## config.mk

```make
export PLATFORM = sky130hd
export DESIGN_NAME = cpu_core
export DESIGN_NICKNAME = d
export VERILOG_FILES = /design/src/rtl/cpu_core_pkg.sv /design/src/rtl/cpu_core_alu.sv /design/src/rtl/cpu_core.sv
export SDC_FILE = /design/constraint.sdc
export NUM_CORES = 1
export LEC_CHECK = 0
export CAP_MARGIN = 40
export CORE_MARGIN = 2
export CORE_UTILIZATION = 54
export CTS_BUF_LIST = sky130_fd_sc_hd__clkbuf_4 sky130_fd_sc_hd__clkbuf_8 sky130_fd_sc_hd__clkbuf_16
export DETAILED_ROUTE_END_ITERATION = 6
export PLACE_DENSITY = 0.78
export SETUP_SLACK_MARGIN = 0.05
export SLEW_MARGIN = 40
export SYNTH_ARGS = -nofsm -noshare
export SYNTH_HDL_FRONTEND = slang
export SYNTH_HIERARCHICAL = 1
export SYNTH_SLANG_ARGS = --single-unit
```

## constraint.sdc

```tcl
create_clock -name clock_i -period 3.89 [get_ports clock_i]
set_input_delay 0.389 -clock clock_i [delete_from_list [all_inputs] [get_ports clock_i]]
set_output_delay 0.389 -clock clock_i [all_outputs]
set_load 0.02 [all_outputs]
```

## src/rtl/cpu_core_pkg.sv

```systemverilog
// Shared definitions for the 8-bit accumulator CPU: state encoding, opcodes and
// instruction-format decode helpers.
// Optional feature macro: CPU_CORE_LOGIC_OPS_EN adds the AND/OR/XOR opcodes.
package cpu_core_pkg;

  typedef logic [3:0] state_t;

  localparam state_t StIdle = 4'd0;
  localparam state_t StF1   = 4'd1;
  localparam state_t StD1   = 4'd2;
  localparam state_t StF2   = 4'd3;
  localparam state_t StD2   = 4'd4;
  localparam state_t StM1   = 4'd5;
  localparam state_t StM2   = 4'd6;
  localparam state_t StEx   = 4'd7;
  localparam state_t StHalt = 4'd8;

  typedef logic [7:0] opcode_t;

  localparam opcode_t OpNop = 8'h00;
  localparam opcode_t OpLda = 8'h01;
  localparam opcode_t OpAdd = 8'h02;
  localparam opcode_t OpSub = 8'h03;
  localparam opcode_t OpSta = 8'h04;
  localparam opcode_t OpLdi = 8'h05;
  localparam opcode_t OpJmp = 8'h06;
  localparam opcode_t OpJc  = 8'h07;
  localparam opcode_t OpJz  = 8'h08;
  localparam opcode_t OpOut = 8'h09;
  localparam opcode_t OpAnd = 8'h0A;
  localparam opcode_t OpOr  = 8'h0B;
  localparam opcode_t OpXor = 8'h0C;
  localparam opcode_t OpHlt = 8'h0F;

  // Instruction carries an operand byte after the opcode.
  function automatic logic is_two_byte(input opcode_t op);
    logic r;
    r = (op >= OpLda) && (op <= OpJz);
`ifdef CPU_CORE_LOGIC_OPS_EN
    if ((op == OpAnd) || (op == OpOr) || (op == OpXor)) r = 1'b1;
`endif
    return r;
  endfunction

  // Operand is an address whose contents must be fetched into B.
  function automatic logic needs_mem_read(input opcode_t op);
    logic r;
    r = (op == OpLda) || (op == OpAdd) || (op == OpSub);
`ifdef CPU_CORE_LOGIC_OPS_EN
    if ((op == OpAnd) || (op == OpOr) || (op == OpXor)) r = 1'b1;
`endif
    return r;
  endfunction

  // Instruction updates A, C and Z from the ALU.
  function automatic logic writes_acc(input opcode_t op);
    return needs_mem_read(op) || (op == OpLdi);
  endfunction

endpackage

```

## src/rtl/cpu_core_alu.sv

```systemverilog
// Combinational ALU for cpu_core. LDA/LDI pass B straight through with carry
// preserved; ADD/SUB produce carry from the extra sum bit.
// Optional feature macro: CPU_CORE_LOGIC_OPS_EN adds AND/OR/XOR.
module cpu_core_alu
  import cpu_core_pkg::*;
#(
  parameter int unsigned DATA_WIDTH = 8
) (
  input  opcode_t               op_i,
  input  logic [DATA_WIDTH-1:0] a_i,
  input  logic [DATA_WIDTH-1:0] b_i,
  input  logic                  c_i,
  output logic [DATA_WIDTH-1:0] res_o,
  output logic                  c_o,
  output logic                  z_o
);

  logic [DATA_WIDTH:0] sum;

  // Select result and carry by opcode; zero flag follows the result.
  always_comb begin
    sum   = '0;
    res_o = b_i;
    c_o   = c_i;
    case (op_i)
      OpAdd: begin
        sum   = {1'b0, a_i} + {1'b0, b_i};
        res_o = sum[DATA_WIDTH-1:0];
        c_o   = sum[DATA_WIDTH];
      end
      OpSub: begin
        // Carry set means no borrow.
        sum   = {1'b0, a_i} + {1'b0, ~b_i} + {{DATA_WIDTH{1'b0}}, 1'b1};
        res_o = sum[DATA_WIDTH-1:0];
        c_o   = sum[DATA_WIDTH];
      end
`ifdef CPU_CORE_LOGIC_OPS_EN
      OpAnd: begin
        res_o = a_i & b_i;
        c_o   = 1'b0;
      end
      OpOr: begin
        res_o = a_i | b_i;
        c_o   = 1'b0;
      end
      OpXor: begin
        res_o = a_i ^ b_i;
        c_o   = 1'b0;
      end
`endif
      default: ;
    endcase
    z_o = (res_o == '0);
  end

endmodule

```

## src/rtl/cpu_core.sv

```systemverilog
// 8-bit accumulator CPU on the CPU-side port of the shared program/data memory.
// Sequence: F1/D1 fetch opcode, F2/D2 fetch operand, M1/M2 read memory operand,
// EX execute. Dropping cpu_run_i returns to IDLE and clears PC/A/B/C/Z.
// Optional feature macro: CPU_CORE_LOGIC_OPS_EN adds the AND/OR/XOR opcodes.
module cpu_core
  import cpu_core_pkg::*;
#(
  parameter int unsigned                 MEM_ADDR_WIDTH = 8,
  parameter int unsigned                 MEM_DATA_WIDTH = 8,
  parameter logic [MEM_ADDR_WIDTH-1:0]   RESET_PC       = '0
) (
  input  logic                      clock_i,
  input  logic                      rst_n,
  input  logic                      cpu_run_i,
  input  logic [MEM_DATA_WIDTH-1:0] mem_rdata_i,
  output logic [MEM_ADDR_WIDTH-1:0] mem_addr_o,
  output logic [MEM_DATA_WIDTH-1:0] mem_wdata_o,
  output logic                      mem_rnw_o,
  output logic [MEM_DATA_WIDTH-1:0] out_data_o,
  output logic                      out_valid_o,
  output logic                      halted_o,
  output logic [MEM_ADDR_WIDTH-1:0] pc_dbg_o
);

  state_t                    state_q, state_d;
  logic [MEM_ADDR_WIDTH-1:0] pc_q, pc_d;
  logic [MEM_DATA_WIDTH-1:0] a_q, a_d;
  logic [MEM_DATA_WIDTH-1:0] b_q, b_d;
  logic [MEM_DATA_WIDTH-1:0] ir_q, ir_d;
  logic [MEM_DATA_WIDTH-1:0] opr_q, opr_d;
  logic                      c_q, c_d;
  logic                      z_q, z_d;
  logic [MEM_DATA_WIDTH-1:0] out_data_q, out_data_d;
  logic                      out_valid_q, out_valid_d;

  opcode_t                   ir_op;
  opcode_t                   rdata_op;
  logic [MEM_DATA_WIDTH-1:0] alu_b;
  logic [MEM_DATA_WIDTH-1:0] alu_res;
  logic                      alu_c;
  logic                      alu_z;

  assign ir_op    = opcode_t'(ir_q);
  assign rdata_op = opcode_t'(mem_rdata_i);

  // LDI takes its immediate operand; all other ALU ops use the fetched B.
  assign alu_b = (ir_op == OpLdi) ? opr_q : b_q;

  cpu_core_alu #(
    .DATA_WIDTH (MEM_DATA_WIDTH)
  ) u_alu (
    .op_i  (ir_op),
    .a_i   (a_q),
    .b_i   (alu_b),
    .c_i   (c_q),
    .res_o (alu_res),
    .c_o   (alu_c),
    .z_o   (alu_z)
  );

  // Next-state logic for the fetch/decode/execute sequence and architectural state.
  always_comb begin
    state_d     = state_q;
    pc_d        = pc_q;
    a_d         = a_q;
    b_d         = b_q;
    ir_d        = ir_q;
    opr_d       = opr_q;
    c_d         = c_q;
    z_d         = z_q;
    out_data_d  = out_data_q;
    out_valid_d = 1'b0;

    case (state_q)
      StIdle: if (cpu_run_i) state_d = StF1;
      StF1:   state_d = StD1;
      StD1: begin
        ir_d    = mem_rdata_i;
        pc_d    = pc_q + 1'b1;
        state_d = is_two_byte(rdata_op) ? StF2 : StEx;
      end
      StF2:   state_d = StD2;
      StD2: begin
        opr_d   = mem_rdata_i;
        pc_d    = pc_q + 1'b1;
        state_d = needs_mem_read(ir_op) ? StM1 : StEx;
      end
      StM1:   state_d = StM2;
      StM2: begin
        b_d     = mem_rdata_i;
        state_d = StEx;
      end
      StEx: begin
        if (writes_acc(ir_op)) begin
          a_d = alu_res;
          c_d = alu_c;
          z_d = alu_z;
        end
        case (ir_op)
          OpJmp: pc_d = MEM_ADDR_WIDTH'(opr_q);
          OpJc:  if (c_q) pc_d = MEM_ADDR_WIDTH'(opr_q);
          OpJz:  if (z_q) pc_d = MEM_ADDR_WIDTH'(opr_q);
          OpOut: begin
            out_data_d  = a_q;
            out_valid_d = 1'b1;
          end
          default: ;
        endcase
        state_d = (ir_op == OpHlt) ? StHalt : StF1;
      end
      StHalt: state_d = StHalt;
      default: state_d = StIdle;
    endcase

    // Run dropped: abandon the instruction; an STA write driven this cycle still lands.
    if (!cpu_run_i && (state_q != StIdle)) begin
      state_d     = StIdle;
      pc_d        = RESET_PC;
      a_d         = '0;
      b_d         = '0;
      c_d         = 1'b0;
      z_d         = 1'b0;
      out_data_d  = out_data_q;
      out_valid_d = 1'b0;
    end
  end

  // State and register update with asynchronous active-low reset.
  always_ff @(posedge clock_i or negedge rst_n) begin
    if (!rst_n) begin
      state_q     <= StIdle;
      pc_q        <= RESET_PC;
      a_q         <= '0;
      b_q         <= '0;
      ir_q        <= '0;
      opr_q       <= '0;
      c_q         <= 1'b0;
      z_q         <= 1'b0;
      out_data_q  <= '0;
      out_valid_q <= 1'b0;
    end else begin
      state_q     <= state_d;
      pc_q        <= pc_d;
      a_q         <= a_d;
      b_q         <= b_d;
      ir_q        <= ir_d;
      opr_q       <= opr_d;
      c_q         <= c_d;
      z_q         <= z_d;
      out_data_q  <= out_data_d;
      out_valid_q <= out_valid_d;
    end
  end

  // Memory port driven combinationally from the current state.
  always_comb begin
    mem_addr_o  = '0;
    mem_wdata_o = '0;
    mem_rnw_o   = 1'b1;
    case (state_q)
      StF1, StF2: mem_addr_o = pc_q;
      StM1:       mem_addr_o = MEM_ADDR_WIDTH'(opr_q);
      StEx: begin
        if (ir_op == OpSta) begin
          mem_addr_o  = MEM_ADDR_WIDTH'(opr_q);
          mem_wdata_o = a_q;
          mem_rnw_o   = 1'b0;
        end
      end
      default: ;
    endcase
  end

  assign out_data_o  = out_data_q;
  assign out_valid_o = out_valid_q;
  assign halted_o    = (state_q == StHalt);
  assign pc_dbg_o    = pc_q;

endmodule

```

==> metrics.md, run 1 <==
| Metric | Value |
|---|---|
| Count leader, synth | dfrtp_1 |
| Mux cell area share after synthesis | 12.5% |
| DP Wirelength | 7100 um |
| Largest stage delay, worst path | 450 ps |
| Tmin final | 3600 ps |
| Clk root buf | clkbuf_8 |
| Post-synth cell types | 71 |
| Worst-path clk slew | 110 ps |
| # port buffers | 45 |
| Syn Inst Count | 377 |
| Post-Syn Nets | 408 |
| Net count of the finished layout | 446 |
| Main combinational cell family by area after synthesis | simple AND/OR/NAND/NOR gates |
| Die Area | 7680 um^2 |
| DRC violations left | 0 |
| Sw Pwr | 0.757 mW |
| Cell row count | 30 |
| R2r worst-path depth | 13 |
| CTS tree | built |
| Syn_area_per_cell | 10.0 um^2 |
| Core box area | 6790 um^2 |
| Initial DRC Count | 303 |
| Chip Height | 87.7 um |
| Routed wire length | 9350 um |
| FF-to-FF setup slack | 290 ps |
| Worst reg2reg endpoint | z_q$_DFFE_PN0P_ |
| Mapped Area | 3780 um^2 |
| CTS Hold Bufs | 0 |
| Worst min-delay path class | input pin to asynchronous set/reset pin |
| Max Cap Violations | 0 |
| Overall Power | 1.89 mW |
| Async S/R FF share, synth | 100% |
| Int Power | 1.13 mW |
| Largest net degree at the start of global routing | 30 |
| CTS Buffer Depth | 2 |
| PostCTS Resize Cnt | 0 |
| # setup viols final | 0 |
| Max Slew Vio Count | 0 |
| Worst vdd ir | 204 uV |
| Register Area | 1380 um^2 |
| Clock Power Share | 18.3% |
| Antenna Violating Nets Remaining | 0 |
| Clk_skew | 12.6 ps |
| Required time of the critical path | 4140 ps |
| Sequential share of power | 46.1% |
| Fillers | 562 |
| Synth warn | 6 |
| Worst-path cell chain | nor4_4 > nand4b_1 > mux2_2 > ha_1 > inv_1 > fa_1 > nor3_2 > nor3_1 > o41ai_1 > or4_1 > o211ai_1 > nor4_2 > a22o_1 |
| Post-synthesis simple-gate area fraction | 19.9% |
| #FFs+latches synth | 55 |
| Slowest-stage cell, CP | dfrtp_1 |
| Pre-Repair DR Iteration Count | 5 |
| LEAKAGE | 1.79 nW |
| Gr ovfl total | 0 |
| Vias in the first global route | 3050 |
| Yosys top cell by area | dfrtp_1 |
| H-tree depth | 2 |
| RR Startpoint | ir_op[5]$_DFFE_PN0P_ |
| Final hold viol count | 0 |
| Vias | 3192 |
| Fin crit share | 92.6% |
| Adder-cell area share of the yosys netlist | 7.02% |
| Kind of end point of the critical path | flop |
| Multi-input gate area | 2240 um^2 |
| Clock Latency Late Sink | 310 ps |
| CTS sink count | 55 |
| Critical path class | flop to flop |
| Via density | 6.23 |
| CTS Buf Count | 5 |
| Status | finished, final reports clean |
| Main synth FF type | dfrtp_1 |
| Total GRT Usage | 26.1% |
| Initial Util | 55.6% |
| Sw Ratio | 40.1% |
| Comb pwr share | 35.6% |
| Worst-margin pin slew | 721 ps |
| Top cells by area, synth | dfrtp_1 (36%), mux2_2 (9.8%), ha_1 (6.0%) |
| Post-CTS Setup Bufs | 0 |
| # diodes | 0 |
| Setup_tns | 0 ps |
| Highest clock rate | 0.278 GHz |
| Number of synthesized flops with an enable pin | 0 |
| Max_slew headroom | 51.7% |
| Share of layout cells above drive strength 1 | 16.3% |
| Power Dens Cells | 432 nW/um^2 |
| DIE WIDTH | 87.7 um |
| Post-Synth XOR/XNOR Area | 0.695% |
| Worst EP arrival | 3850 ps |
| WL/cell | 18.3 um |
| Synth Area in Compound Gates | 19.0% |
| Synth top area share | 36.4% |
| Top cells by count, synth | dfrtp_1 (55), nor2_1 (35), mux2_2 (33), ha_1 (18), o21ai_0 (15) |
| RSZ-0062 raised after global routing | false |
| Worst Path Max Fanout | 5 |
| P&R area growth vs syn | 15.7% |
| First-pass GRT wire length | 15800 um |
| Sequential-to-total area share from yosys stat | 36.4% |
| Routability congestion estimate | 0.889 |
| Worst Setup Start Kind | flop |
| Initial antenna violation count | 0 |
| I/O pins | 46 |
==> cell type report <==
class | instances | share of cell area, %
multi-input combinational | 289 | 51.2
sequential | 55 | 31.5
timing repair buffer | 50 | 11.1
tap | 96 | 2.75
clock buffer | 5 | 1.57
inverter | 14 | 1.20
clock inverter | 3 | 0.773
==> worst max-delay path by stage <==
stage,startpoint,endpoint,slack [ps],cells past startpoint
2_1_floorplan,ir_op[5]$_DFFE_PN0P_,z_q$_DFFE_PN0P_,490,13
6_report,ir_op[5]$_DFFE_PN0P_,z_q$_DFFE_PN0P_,290,13
4_1_cts,state_q[0]$_DFFE_PN0P_,mem_addr_o[6],230,7
3_5_place_dp,ir_op[5]$_DFFE_PN0P_,z_q$_DFFE_PN0P_,410,13
3_3_place_gp,ir_op[5]$_DFFE_PN0P_,z_q$_DFFE_PN0P_,500,13
5_1_grt,ir_op[5]$_DFFE_PN0P_,z_q$_DFFE_PN0P_,80,13
==> stage by stage <==
step           hold slack [ps]  utilization, %  area [um^2]  instances  setup slack [ps]
5_1_grt                   98.4            64.3         4370        512              84.6
4_1_cts                   74.5            64.3         4370        512               231
6_report                  56.3            64.3         4370        512               289
3_5_place_dp               417            62.8         4270        504               408
3_3_place_gp               414            62.8         4270        504               504
2_1_floorplan             93.4               -         3780        377               487
==> registers in the layout, summed over array words and instances (netlist names) <==
register,cells
a_q,8
b_q,8
c_q,1
ir_op,8
opr_q,8
out_data_o,8
out_valid_o,1
pc_dbg_o,8
state_q,4
z_q,1
==> routing by layer <==
metal | track usage, % | wire length (um)
met1 | 37.7 | 4320
met2 | 40.9 | 4380
met3 | 3.49 | 453
met4 | 7.69 | 194
met5 | 0 | 0
==> layout by cell type (no fill, tap or decap), types with 6 or more instances in the layout <==
cell	Yosys	layout
mux2i_1	10	10
nor2_1	35	35
a22oi_1	9	9
nand2_1	13	13
mux2_2	33	33
o21ai_0	15	15
nor3_1	7	7
a22o_1	10	10
o31ai_1	14	14
nor2b_1	9	9
and2_1	9	9
ha_1	18	18
nand3_1	6	6
o211ai_1	6	6
dfrtp_1	55	55
a21oi_1	9	9
inv_1	13	13
clkdlybuf4s50_1	0	44
nand2b_1	7	7
==> worst max-delay path, delay by kind of cell (launching register included) <==
family / cells / cell delay, ps
AND/OR/NAND/NOR: 6 / 1420
AO/OA/AOI/OAI: 3 / 670
adder cells (fa/ha/maj): 2 / 590
flip-flops: 1 / 450
multiplexers: 1 / 350
buffers and inverters: 1 / 60
==> kinds of logic after synthesis <==
logic type / Yosys count
flip-flops: 55
buffers and inverters: 33
AO/OA/AOI/OAI: 96
XOR/XNOR: 3
AND/OR/NAND/NOR: 127
adder cells (fa/ha/maj): 20
multiplexers: 43
==> power groups by stage <==
stage               combinational, mW  sequential, mW  clock (mW)
finish                          0.672           0.871       0.345
global route                    0.739           0.889       0.376
CTS                             0.667           0.863       0.348
detailed placement              0.664           0.875           0
global placement                0.650           0.866           0
floorplan                       0.475           0.827           0
(Power assumes the default switching activity.)
==> inputs of run 2 (changes only) <==
- GPL_TIMING_DRIVEN: default -> 0
==> metrics.md, run 2 (synthesis results as in run 1) <==
| Metric | Value |
|---|---|
| Initial antenna violation count | 0 (unchanged) |
| # setup viols final | 0 (unchanged) |
| Final WS setup | 292 ps (+3.07 ps) |
| Commonest non-fill, non-tap cell in the layout | dfrtp_1 |
| Clock Latency Late Sink | 330 ps (+20 ps) |
| Kind of end point of the critical path | flop |
| Core box area | 6790 um^2 (unchanged) |
| Number of non-filler instances in the completed layout | 529 (+3.3%) |
| Highest clock rate | 0.278 GHz (about the same) |
| CTS tree | built |
| Share of layout cells above drive strength 1 | 17.6% (+1.2 points) |
| WL/cell | 17.2 um (-5.8%) |
| I/O pins | 46 (unchanged) |
| Gr busiest metal | met2 |
| Net count of the finished layout | 463 (+3.8%) |
| Final hold viol count | 0 (unchanged) |
| Antenna Violating Nets Remaining | 0 (unchanged) |
| Total GRT Usage | 25.2% (-0.84 points) |
| Met3 Track Usage GR | 3.58% (+0.094 points) |
| FF-to-FF setup slack | 290 ps (about the same) |
| Worst Setup Start Kind | flop |
| M1 GR Usage | 37.6% (-0.044 points) |
| Worst EP arrival | 3820 ps (-30 ps) |
| H-tree depth | 2 (unchanged) |
| Worst-path clk slew | 110 ps (about the same) |
| First-pass GRT wire length | 15200 um (-4.0%) |
| Met2 Usage GRT | 38.5% (-2.4 points) |
| Worst reg2reg endpoint | z_q$_DFFE_PN0P_ |
| Power Dens Cells | 423 nW/um^2 (-2.2%) |
| Dpl cell area | 4370 um^2 (+2.3%) |
| Routability congestion estimate | 0.876 (-1.5%) |
| Vias in the first global route | 3005 (-1.5%) |
| Worst-margin pin slew | 763 ps (+42.7 ps) |
| Largest net degree at the start of global routing | 29 (-3.3%) |
| CTS Buf Count | 5 (unchanged) |
| Vias | 3213 (+0.66%) |
| Initial Util | 55.6% (unchanged) |
| Die Area | 7680 um^2 (unchanged) |
| RR Startpoint | ir_op[6]$_DFFE_PN0P_ |
| Via density | 6.07 (-2.6%) |
| Clk_skew | 16.3 ps (+3.76 ps) |
| # diodes | 0 (unchanged) |
| Critical path class | flop to flop |
| Initial DRC Count | 163 (-46%) |
| DP Wirelength | 6900 um (-2.8%) |
| Max_slew headroom | 48.8% (-2.9 points) |
| Clk root buf | clkbuf_8 |
| Most frequent cells in the layout | dfrtp_1 (55), clkdlybuf4s50_1 (44), nor2_1 (35) |
| Worst vdd ir | 181 uV (-11%) |
| Gr ovfl total | 0 (unchanged) |
| DRC violations left | 0 (unchanged) |
| Worst min-delay path class | input pin to asynchronous set/reset pin |
| Max Cap Violations | 0 (unchanged) |
| Setup crit end | z_q$_DFFE_PN0P_ |
| Cell row count | 30 (unchanged) |
| Setup crit start | ir_op[6]$_DFFE_PN0P_ |
| Post-route cell area | 4490 um^2 (+2.7%) |
| Max Slew Vio Count | 0 (unchanged) |
| Inst Count DP | 519 (+3.0%) |
| Pre-CTS setup slack | -114 ps (-522 ps) |
| Setup_tns | 0 ps (unchanged) |
| Status | finished, final reports clean |
| Required time of the critical path | 4110 ps (-30 ps) |
| Pre-Repair DR Iteration Count | 5 (unchanged) |
| Routed wire length | 9090 um (-2.7%) |
| CTS Buffer Depth | 2 (unchanged) |
| DIE WIDTH | 87.7 um (unchanged) |
| Worst Path Max Fanout | 10 (+5) |
| Fin crit share | 92.5% (about the same) |
| P&R area growth vs syn | 18.8% |
| LEAKAGE | 1.85 nW (+3.1%) |
| Tmin final | 3600 ps (-3.07 ps) |
| RSZ-0062 raised after global routing | false |
| CTS sink count | 55 (unchanged) |
| # port buffers | 45 (unchanged) |
| R2r worst-path depth | 13 (unchanged) |
| Chip Height | 87.7 um (unchanged) |
run 2: cell types whose count changed in the layout (fill, tap and decap cells not counted), sizes merged:
cell | previous run | this run
buf | 6 | 16
clkinv | 2 | 1
clkbuf | 5 | 11
clkinvlp | 0 | 1
dlygate4sd3 | 0 | 1
run 2: how the worst min path moves through the flow:
stage | from | to | slack (ps) | cells after the start
after floorplan | rst_n | a_q[0]$_DFFE_PN0P_ | 90 | 0
after global placement | out_data_o[3]$_DFFE_PN0P_ | out_data_o[3]$_DFFE_PN0P_ | 490 | 1
after detailed placement | rst_n | pc_dbg_o[5]$_DFFE_PN0P_ | 320 | 1
after CTS | rst_n | pc_dbg_o[5]$_DFFE_PN0P_ | 510 | 2
after global routing | rst_n | pc_dbg_o[5]$_DFFE_PN0P_ | 540 | 2
final | rst_n | pc_dbg_o[5]$_DFFE_PN0P_ | 500 | 2
run 2: worst max-delay path, cell delays in order (launching register included):
cell and delay, ps:
dfrtp_1 450, nor4_4 350, nand4b_1 120, buf_2 230
mux2_2 360, ha_1 210, fa_1 410, nor2b_1 150
o2111a_1 200, a2111oi_2 50, or4_1 480, o211ai_1 190
nor4_2 90, a22o_1 200
run 2: per-stage QoR:
| stage | util [%] | hold WS (ps) | power [mW] |
|---|---|---|---|
| detailed placement | 64.3 | 324 | 1.54 |
| global route | 66.1 | 539 | 2.02 |
| global placement | 64.0 | 490 | 1.51 |
| CTS | 66.0 | 512 | 1.89 |
| floorplan | - | 93.4 | 1.30 |
| finish | 66.1 | 503 | 1.90 |
run 2: layer usage:
layer	up-vias	wire, um	part of all wire, %
met3	13	451	5.0
li1	1524	-	-
met1	1568	4280	47
met4	0	115	1.3
met2	108	4250	47
met5	-	0	0
run 2: layout make-up:
type                       count  area, um^2
tap                           96         120
multi-input combinational    289        2240
inverter                      14        52.6
sequential                    55        1380
clock inverter                 3        27.5
clock buffer                   5        68.8
fill                         572        2300
buffer                        19         116
timing repair buffer          48         485
run 2: timing repair:
action,in CTS,in global routing
endpoints found under the hold margin,27,0
gates resized for setup,1,2
setup endpoints to repair,2,2
setup buffers,1,0
hold buffers,1,0
pin swaps,1,1
run 2: power breakdown:
group / leakage, nW / switching (mW) / total, mW / internal [mW]
Sequential: 0.726 / 0.166 / 0.849 / 0.683
Combinational: 1.08 / 0.372 / 0.701 / 0.330
Clock: 0.0467 / 0.212 / 0.347 / 0.134
